<file path="src/rtl/onehot_decode_seq.sv">
// onehot_decode_seq
//   Sequenced one-hot decoder. A request either decodes one opcode onto led
//   for HOLD_CYCLES cycles (mode=0), or walks every legal opcode in ascending
//   order, each for HOLD_CYCLES cycles (mode=1). Opcodes whose VALID_MASK bit
//   is clear are rejected with a one-cycle illegal pulse (single decode) or
//   skipped without cost (scan).
// Ports
//   clk        rising-edge clock
//   rst        asynchronous active-high reset
//   sel        opcode to decode (SEL_W)
//   in_valid   request present; accepted when in_ready is also high
//   mode       0 = single decode, 1 = scan all legal codes
//   clr        synchronous abort back to IDLE
//   in_ready   block idle (decoded from state only)
//   led        registered one-hot code, zero when out_valid is low
//   out_valid  led carries a code
//   illegal    one-cycle pulse on a rejected request
module onehot_decode_seq #(
  parameter int               SEL_W       = 2,
  parameter int               OUT_W       = 2**SEL_W,
  parameter int               HOLD_CYCLES = 4,
  parameter logic [OUT_W-1:0] VALID_MASK  = '1
) (
  input  logic             clk,
  input  logic             rst,
  input  logic [SEL_W-1:0] sel,
  input  logic             in_valid,
  input  logic             mode,
  input  logic             clr,
  output logic             in_ready,
  output logic [OUT_W-1:0] led,
  output logic             out_valid,
  output logic             illegal
);

  localparam int             CW     = $clog2(HOLD_CYCLES + 1);
  localparam logic [CW-1:0] RELOAD = CW'(HOLD_CYCLES - 1);

  typedef enum logic [1:0] {IDLE, HOLD, SCAN} state_t;

  state_t           state;
  logic [CW-1:0]    cnt;
  logic [SEL_W-1:0] idx;        // code currently shown during a scan

  logic [SEL_W-1:0] first_idx;  // lowest legal code
  logic             first_ok;   // at least one legal code exists
  logic [SEL_W-1:0] next_idx;   // lowest legal code above idx
  logic             next_ok;

  // Descending loops: the last hit is the lowest matching index, so illegal
  // codes are skipped in zero cycles.
  always_comb begin
    first_idx = '0;
    first_ok  = 1'b0;
    next_idx  = '0;
    next_ok   = 1'b0;
    for (int i = OUT_W - 1; i >= 0; i--) begin
      if (VALID_MASK[i]) begin
        first_idx = SEL_W'(i);
        first_ok  = 1'b1;
        if (i > int'(idx)) begin
          next_idx = SEL_W'(i);
          next_ok  = 1'b1;
        end
      end
    end
  end

  assign in_ready = (state == IDLE);

  always_ff @(posedge clk or posedge rst) begin
    if (rst) begin
      state     <= IDLE;
      cnt       <= '0;
      idx       <= '0;
      led       <= '0;
      out_valid <= 1'b0;
      illegal   <= 1'b0;
    end else begin
      illegal <= 1'b0;
      if (clr) begin
        // Abort wins over everything, including a request arriving in IDLE.
        state     <= IDLE;
        cnt       <= '0;
        led       <= '0;
        out_valid <= 1'b0;
      end else begin
        case (state)
          IDLE: begin
            if (in_valid) begin
              if (mode) begin
                if (first_ok) begin
                  state     <= SCAN;
                  idx       <= first_idx;
                  led       <= OUT_W'(1) << first_idx;
                  out_valid <= 1'b1;
                  cnt       <= RELOAD;
                end else begin
                  illegal <= 1'b1;
                end
              end else if (VALID_MASK[sel]) begin
                state     <= HOLD;
                led       <= OUT_W'(1) << sel;
                out_valid <= 1'b1;
                cnt       <= RELOAD;
              end else begin
                illegal <= 1'b1;
              end
            end
          end
          HOLD: begin
            if (cnt == '0) begin
              state     <= IDLE;
              led       <= '0;
              out_valid <= 1'b0;
            end else begin
              cnt <= cnt - 1'b1;
            end
          end
          SCAN: begin
            if (cnt == '0) begin
              if (next_ok) begin
                idx <= next_idx;
                led <= OUT_W'(1) << next_idx;
                cnt <= RELOAD;
              end else begin
                // Single pass: no wrap after the highest legal code.
                state     <= IDLE;
                led       <= '0;
                out_valid <= 1'b0;
              end
            end else begin
              cnt <= cnt - 1'b1;
            end
          end
          default: begin
            state     <= IDLE;
            led       <= '0;
            out_valid <= 1'b0;
          end
        endcase
      end
    end
  end

endmodule

</file>
<file path="config.mk">
export PLATFORM = sky130hd
export DESIGN_NAME = onehot_decode_seq
export DESIGN_NICKNAME = d
export VERILOG_FILES = /design/src/rtl/onehot_decode_seq.sv
export SDC_FILE = /design/constraint.sdc
export NUM_CORES = 1
export LEC_CHECK = 0
export ABC_AREA = 1
export CAP_MARGIN = 10
export CORE_ASPECT_RATIO = 1.25
export CORE_UTILIZATION = 45
export DETAILED_ROUTE_END_ITERATION = 7
export GPL_ROUTABILITY_DRIVEN = 0
export PLACE_DENSITY = 0.71
export SLEW_MARGIN = 0
export SYNTH_ARGS = -nofsm -noshare
export SYNTH_HDL_FRONTEND = slang
export SYNTH_SLANG_ARGS = --single-unit
</file>
<file path="constraint.sdc">
create_clock -name clk -period 1.35 [get_ports clk]
set_input_delay 0.3375 -clock clk [delete_from_list [all_inputs] [get_ports clk]]
set_output_delay 0.3375 -clock clk [all_outputs]
set_load 0.05 [all_outputs]
</file>
* Word-level counts from Yosys, hierarchy flattened
Index checks and enable logic that the tools add are counted.
W data, S select, Z words.
** Word-level totals
- Register bits after elaboration :: 13
- Input port bits :: 7
- Output and inout bits :: 7
- Word-level logic and storage cells :: 85
** Cells by class
- Add/subtract/negate cells :: 1
- $lt $le $gt $ge :: 4
- Equal/unequal tests :: 13
- Shifts and indexed selects :: 2
- Muxes and demuxes :: 50
- Bitwise operators :: 1
- Reduce and logical (&&, ||, !) cells :: 8
** Operators with widths (number)
- $mux W2 :: 14
- $mux W4 :: 7
- $mux W3 :: 7
- $mux W1 :: 16
- $ne A3 B3 Y1 const B :: 5
- $pmux W4 S3 :: 1
- $reduce_and A5 Y1 :: 2
- $pmux W3 S3 :: 1
- $ne A2 B2 Y1 const B :: 4
- $shl A1 B2 Y4 const A :: 2
- $pmux W2 S3 :: 1
- $reduce_and A6 Y1 :: 1
- $gt A2 B2 Y1 const A :: 2
- $ne A4 B3 Y1 const B :: 1
- $ne A4 B4 Y1 const B :: 1
- $pmux W2 S2 :: 1
- $reduce_and A4 Y1 :: 1
- $reduce_bool A4 Y1 :: 1
- $logic_not A3 Y1 :: 1
- $lt A2 B3 Y1 const B :: 1
- $pmux W1 S3 :: 1
- $sub A3 B1 Y3 const B :: 1
- $bmux W1 S2 :: 1
- $eq A2 B1 Y1 const B :: 1
- other kinds (5) :: 5

* Depth between registers and ports, before layout
Gate-level depths: netlist of the first run.
- Depth in word-level cells :: 9
- Mapped depth :: 9
- Mapped depth without buffers :: 9

* Least setup slack after synthesis of the first run
OpenSTA, ideal clock, no wires.
- Path kind :: register to register
- From :: register state[0]
- To :: register state[1]
- Data arrival time :: 1.505 ns
- Data required time :: 1.233 ns
- Path slack :: -0.273 ns
- Cell stages (with the launch flop) :: 8
- Period minus slack after synthesis :: 1.623 ns
- Cell sequence :: dfrtp_1 -> inv_1 -> ha_1 -> inv_1 -> nor2_1 -> nand2_1 -> nand4_1 -> nand2_1
** On the way
- Word-level cells in the longest chain between the ends :: 3
- Elaborated cells on any way between the ends :: 11
** Ends and longest elaborated chain
- start: declaration :: RTL line 41 : state_t state;
- start signal: assignment :: RTL line 73 : state <= IDLE;
- start signal: assignment :: RTL line 83 : state <= IDLE;
- start signal: assignment :: RTL line 93 : state <= SCAN;
- $logic_not A2 Y1 (*)
- named net in_ready :: RTL line 30 : output logic in_ready,
- $ne A4 B3 Y1 (no line), or another cell as far along
- $reduce_and A5 Y1 (no line) / $mux W2 (equally long branches)
Mark *: on every way through the listed nets, which the timed path passes. The rest lies on a longest branch.
A chain may end at the register's enable or synchronous reset.

* Worst setup path in the final report of the first run
- From :: register state[1]
- To :: output in_ready
** On the way
- Word-level cells in the longest chain between the ends :: 1
** Ends and longest elaborated chain
- $logic_not A2 Y1 :: RTL line 69 : assign in_ready = (state == IDLE);
- end: declaration :: RTL line 30
Every way passes these cells.

==> results of run 1 <==
-- flip-flops by register name, summed over array words and instances, names as in the netlist --
| register | cells |
|---|---|
| led | 4 |
| out_valid | 1 |
| idx | 2 |
| cnt | 3 |
| state | 2 |
-- power groups by stage --
| stage | sequential, uW | combinational, uW | clock (uW) |
|---|---|---|---|
| 3_3_place_gp | 533 | 1490 | 0 |
| 5_1_grt | 549 | 2300 | 317 |
| 2_1_floorplan | 641 | 821 | 0 |
| 3_5_place_dp | 537 | 1530 | 0 |
| 4_1_cts | 530 | 1820 | 304 |
| 6_report | 535 | 2160 | 301 |
-- final cells by class --
class	instances	area [sq um]	share of cell area, %
tap	20	25.0	1.54
timing repair buffer	39	413	25.4
multi-input combinational	105	758	46.6
inverter	22	95.1	5.84
sequential	12	300	18.4
clock buffer	4	36.3	2.23
-- worst register-to-register path: stages (launching register included) --
cell	delay [ps]
dfrtp_1	400
buf_4	140
buf_6	110
ha_4	150
inv_4	70
nand2_4	70
buf_6	120
nand2_1	60
nand3_1	70
nand3_1	80
nand2_1	50
-- synth_stat cells --
library cell	count	share of area [%]
a21oi_2	2	1.8
buf_2	1	0.52
buf_4	3	2.3
conb_1	1	0.39
dfrtp_1	12	31
ha_1	10	13
inv_1	21	8.2
inv_2	1	0.39
nand2_1	43	17
nand2_2	4	2.6
nand3_1	26	13
nand3b_1	1	0.78
nand4_1	2	1.3
nor2_1	10	3.9
o21ai_0	5	2.6
o21ai_2	1	0.91
-- routing by layer --
metal | vias up | wire length (um)
li1 | 527 | -
met1 | 505 | 1090
met3 | 16 | 65
met4 | 0 | 165
met5 | - | 0
met2 | 33 | 1570
-- worst max-delay path by stage --
stage,end,depth (start not counted)
after floorplan,idx[0],7
after global placement,idx[0],8
after detailed placement,idx[0],7
after CTS,in_ready,4
after global routing,in_ready,4
final,in_ready,4
-- kinds of logic (layout without fill, tap and decap cells) --
| family | count (synthesis) | in the layout | share of synthesized area [%] |
|---|---|---|---|
| other cells | 1 | 1 | 0.389 |
| buf+inv | 26 | 65 | 11.4 |
| fa+ha+maj | 10 | 10 | 13.0 |
| simple gates | 86 | 86 | 38.8 |
| flops | 12 | 12 | 31.1 |
| compound gates | 8 | 8 | 5.32 |
-- timing repair --
item,in CTS,in global routing
pin swaps,5,16
setup endpoints to repair,13,13
gates resized for setup,29,39
buffers inserted,7,1
gates cloned,0,1
-- stage by stage --
step	setup TNS, ps	total power (uW)	cell area [sq um]
floorplan	0	1460	977
global placement	-1150	2020	1300
detailed placement	-1330	2060	1300
CTS	-309	2650	1480
global route	-1250	3160	1630
finish	-613	3000	1630
==> results_dict.tcl, run 1 <==
set metrics [dict create \
    grt_max_degree 16 \
    worst_ep_arrival_time_ps 1150 \
    pwr-share-comb_pct 72.1 \
    p_int_uw 1580 \
    timing.rr.start "state[0]" \
    ys_seq_elements 12 \
    die_h_um 53.8 \
    max_cap_violations 0 \
    max_freq_ghz 0.674 \
    reg2reg_depth 10 \
    htree_levels 1 \
    yosys_warnings 0 \
    clkTransAtPathRegs_ps 80 \
    crit_slowest_cell "dfrtp_1" \
    cts_tree "done" \
    drt_pass1_iterations 4 \
    clock_latency_ps 290 \
    final_layout_size_suffix_gt1_share_pct 46.2 \
    wl_per_cell_um 14.3 \
    vias 1081 \
    drv_slew 0 \
    path_max_fanout 2 \
    fin_util_pct 81.2 \
    area_growth_pct 68.7 \
    dp_hpwl_um 1730 \
    dpl.cell_count 190 \
    use_met2_pct 42.9 \
    critPathKind "flop to primary output" \
    power_leakage_uw 0.000834 \
    setup.worst_path.start_class "flop" \
    powerDensity_nw_per_um2 1840 \
    ios 14 \
    hp-class "primary input to async pin" \
    final.fill_count 130 \
    busiest_layer "met2" \
    final-setup-viol-count 11 \
    yosysSeqAreaShare_pct 31.1 \
    cts_hold_buf 0 \
    grt_pass1_vias 962 \
    clk_path_buf_depth 2 \
    syn_avg_cell_area_sq_um 6.75 \
    antenna_found_initial 0 \
    start_util_pct 48.1 \
    vdd_drop_max_mv 1.18 \
    cts_sinks 12 \
    setup.worst_path.end_class "primary output" \
    die_area_sq_um 2330 \
    final_cell_count_no_fill 202 \
    grt_remaining_overflow 0 \
    route.detailed.drc 0 \
    die_x_um 43.4 \
    preCtsSetupSlack_ps -136 \
    switching_share_pct 47.3 \
    floorplan.rows 18 \
    clockRootBuffer "clkbuf_4" \
    crit_chain "inv_2 -> ha_4 -> buf_6 -> buf_12" \
    finalHoldViolCount 0 \
    grt_pass1_wl_um 3910 \
    finalCritPeriodShare_pct 110 \
    final_cell_mix "nand2_1 (31), buf_4 (19), inv_1 (16), nand3_1 (13)" \
    drt-total-wl_um 2890 \
    crit_start "state[1]" \
    timing.critical_path.buf_inv 3 \
    pwr-share-seq_pct 17.8 \
    antenna_cells 0 \
    gr-usage-met1_pct 24.8 \
    worstPathRequired_ps 1010 \
    layout_commonest_cell "nand2_1" \
    cts_buffers 3 \
    whs_ps 351 \
    syn-cell-area_sq_um 965 \
    status "complete, but fails checks" \
    syn_nets 160 \
    p_clk_share_pct 10.0 \
    ant_nets 0 \
    reg2reg_to "cnt[0]" \
    grtUsageTotal_pct 23.3 \
    violations "setup timing" \
    finalClockSkew_ps 1.14 \
    min_period_ps 1480 \
    max_stage_delay_ps 380 \
    post_synth_inst_count 143 \
    fin_nets 200 \
    synth_cell_types 16 \
    cpLargestDelayFamily "flip-flops" \
    drt_iter0_drc 19 \
    numPortBuffers 12 \
    via_per_inst 5.35 \
    use_met3_pct 1.34 \
    rsz0062_at_grt "yes" \
    ff2ff_setup_slack_ps -80 \
    fin_ws_ps -134 \
    p_switching_uw 1420 \
    core_sq_um 2000 \
]
Power figures use the tool's default switching activity.
==> run 2: changes to the inputs <==
--- a/config.mk
+++ b/config.mk
@@ -7,11 +7,13 @@
 export LEC_CHECK = 0
 export ABC_AREA = 1
 export CAP_MARGIN = 10
+export CELL_PAD_IN_SITES_DETAIL_PLACEMENT = 0
+export CELL_PAD_IN_SITES_GLOBAL_PLACEMENT = 1
 export CORE_ASPECT_RATIO = 1.25
-export CORE_UTILIZATION = 45
+export CORE_UTILIZATION = 34
 export DETAILED_ROUTE_END_ITERATION = 7
 export GPL_ROUTABILITY_DRIVEN = 0
-export PLACE_DENSITY = 0.71
+export PLACE_DENSITY_LB_ADDON = 0.1
 export SLEW_MARGIN = 0
 export SYNTH_ARGS = -nofsm -noshare
 export SYNTH_HDL_FRONTEND = slang
==> results_dict.tcl, run 2 (synthesized netlist as in run 1, its figures left out) <==
set metrics [dict create \
    critPathKind "flop to primary output" \
    preCtsSetupSlack_ps -202 \
    ff2ff_setup_slack_ps -30 \
    final_layout_size_suffix_gt1_share_pct 36.6 \
    p_int_uw 1410 \
    cts_tree "done" \
    max_cap_violations 0 \
    status "complete, but fails checks" \
    antenna_found_initial 0 \
    grt_max_degree 13 \
    setup.worst_path.start_class "flop" \
    via_per_inst 4.60 \
    clk_path_buf_depth 2 \
    drt_pass1_iterations 3 \
    max_freq_ghz 0.690 \
    endpoint "in_ready" \
    vias 947 \
    layout_commonest_cell "nand2_1" \
    cts_buffers 3 \
    drt_iter0_drc 2 \
    floorplan.rows 21 \
    pwr-share-comb_pct 68.8 \
    clock_latency_ps 270 \
    hp-class "primary input to async pin" \
    grt_pass1_wl_um 4050 \
    drv_slew 0 \
    drt-total-wl_um 2380 \
    placed_cell_area_sq_um 1280 \
    reg2reg_to "idx[1]" \
    worstPathRequired_ps 1010 \
    vdd_drop_max_mv 0.840 \
    violations "setup timing" \
    path_depth 4 \
    pwr-share-seq_pct 20.6 \
    dp_hpwl_um 1910 \
    finalCritPeriodShare_pct 107 \
    whs_ps 339 \
    grt_pass1_vias 886 \
    final_cell_mix "nand2_1 (36), inv_1 (16), nand3_1 (16), buf_4 (15), dfrtp_1 (12)" \
    ant_nets 0 \
    path_max_fanout 2 \
    numPortBuffers 12 \
    ios 14 \
    reg2reg_depth 9 \
    crit_chain "inv_2 -> ha_4 -> buf_6 -> buf_12" \
    timing.rr.start "state[0]" \
    htree_levels 1 \
    largest_register "led" \
    antenna_cells 0 \
    clkTransAtPathRegs_ps 80 \
    finalHoldViolCount 0 \
    power_leakage_uw 0.000756 \
    largestRegisters "led: 4 flops, cnt: 3 flops" \
    powerDensity_nw_per_um2 1790 \
    wl_per_cell_um 11.6 \
    setup.worst_path.end_class "primary output" \
    switching_share_pct 46.7 \
    clockRootBuffer "clkbuf_4" \
    rsz0062_at_grt "yes" \
    route.detailed.drc 0 \
    finalClockSkew_ps 10.3 \
    area_growth_pct 52.9 \
    core_sq_um 2680 \
    p_clk_share_pct 10.6 \
    crit_start "state[1]" \
    die_h_um 61.6 \
    cts_sinks 12 \
    start_util_pct 36.0 \
    die_x_um 49.6 \
    max_stage_delay_ps 390 \
    worst_ep_arrival_time_ps 1110 \
    fin_area_sq_um 1480 \
    final-setup-viol-count 8 \
    fin_ws_ps -98.4 \
    p_switching_uw 1240 \
    final.fill_count 273 \
    largest_register_ffs 4 \
    cpLargestDelayFamily "flip-flops" \
    crit_slowest_cell "dfrtp_1" \
    total_power_uw 2650 \
    timing.critical_path.buf_inv 3 \
    grt_remaining_overflow 0 \
    die_area_sq_um 3060 \
    min_period_ps 1450 \
    fin_nets 190 \
    grtUsageTotal_pct 17.9 \
]
==> run 2: power groups by stage <==
stage,clock [uW],combinational (uW),sequential [uW]
finish,281,1820,545
global placement,0,1500,547
CTS,295,1690,545
detailed placement,0,1510,552
floorplan,0,821,641
global route,316,2000,561
==> run 2: timing repair <==
action                                  in CTS  in global routing
buffers inserted                             3                  0
resized for setup                           19                 22
pin swaps                                    3                  8
hold buffers                                 0                  0
endpoints found under the setup margin      13                 13
==> run 2: layer usage <==
layer	routed length (um)	track usage [%]	vias up	share of wire (%)
li1	-	-	508	-
met1	1010	19.6	435	42
met2	1350	36.3	4	56
met3	27	4.44	0	1.1
met4	0	1.22	0	0
met5	0	0	-	0
==> run 2: worst register-to-register path: stages (launching register included) <==
cell and delay, ps:
dfrtp_1 370, inv_2 60, ha_4 160, buf_4 170, nand2_4 110, nand2_1 70, nor2_2 150, nand2_1 90
nand2_1 60, nand2_1 50
==> run 2: worst min-delay path by stage <==
stage,start,end,cells after the start
2_1_floorplan,rst,cnt[0],1
3_3_place_gp,cnt[0],cnt[0],2
3_5_place_dp,cnt[0],cnt[0],2
4_1_cts,rst,cnt[0],3
5_1_grt,rst,cnt[0],3
6_report,rst,cnt[0],3
==> run 2: per-stage QoR <==
stage | std cells | setup TNS (ps) | util [%]
final | 206 | -228 | 55.0
after global routing | 206 | -1230 | 55.0
after CTS | 206 | -169 | 52.1
after detailed placement | 199 | -1540 | 47.7
after global placement | 199 | -1240 | 47.7
after floorplan | 143 | 0 | -
==> run 2: layout make-up <==
cell class	instances	area, sq um	area share (%)
multi-input cells	105	693	47.0
well taps	34	42.5	2.88
flip-flops and latches	12	300	20.4
repair buffers	29	315	21.4
clock buffers	4	36.3	2.46
inverters	22	87.6	5.94
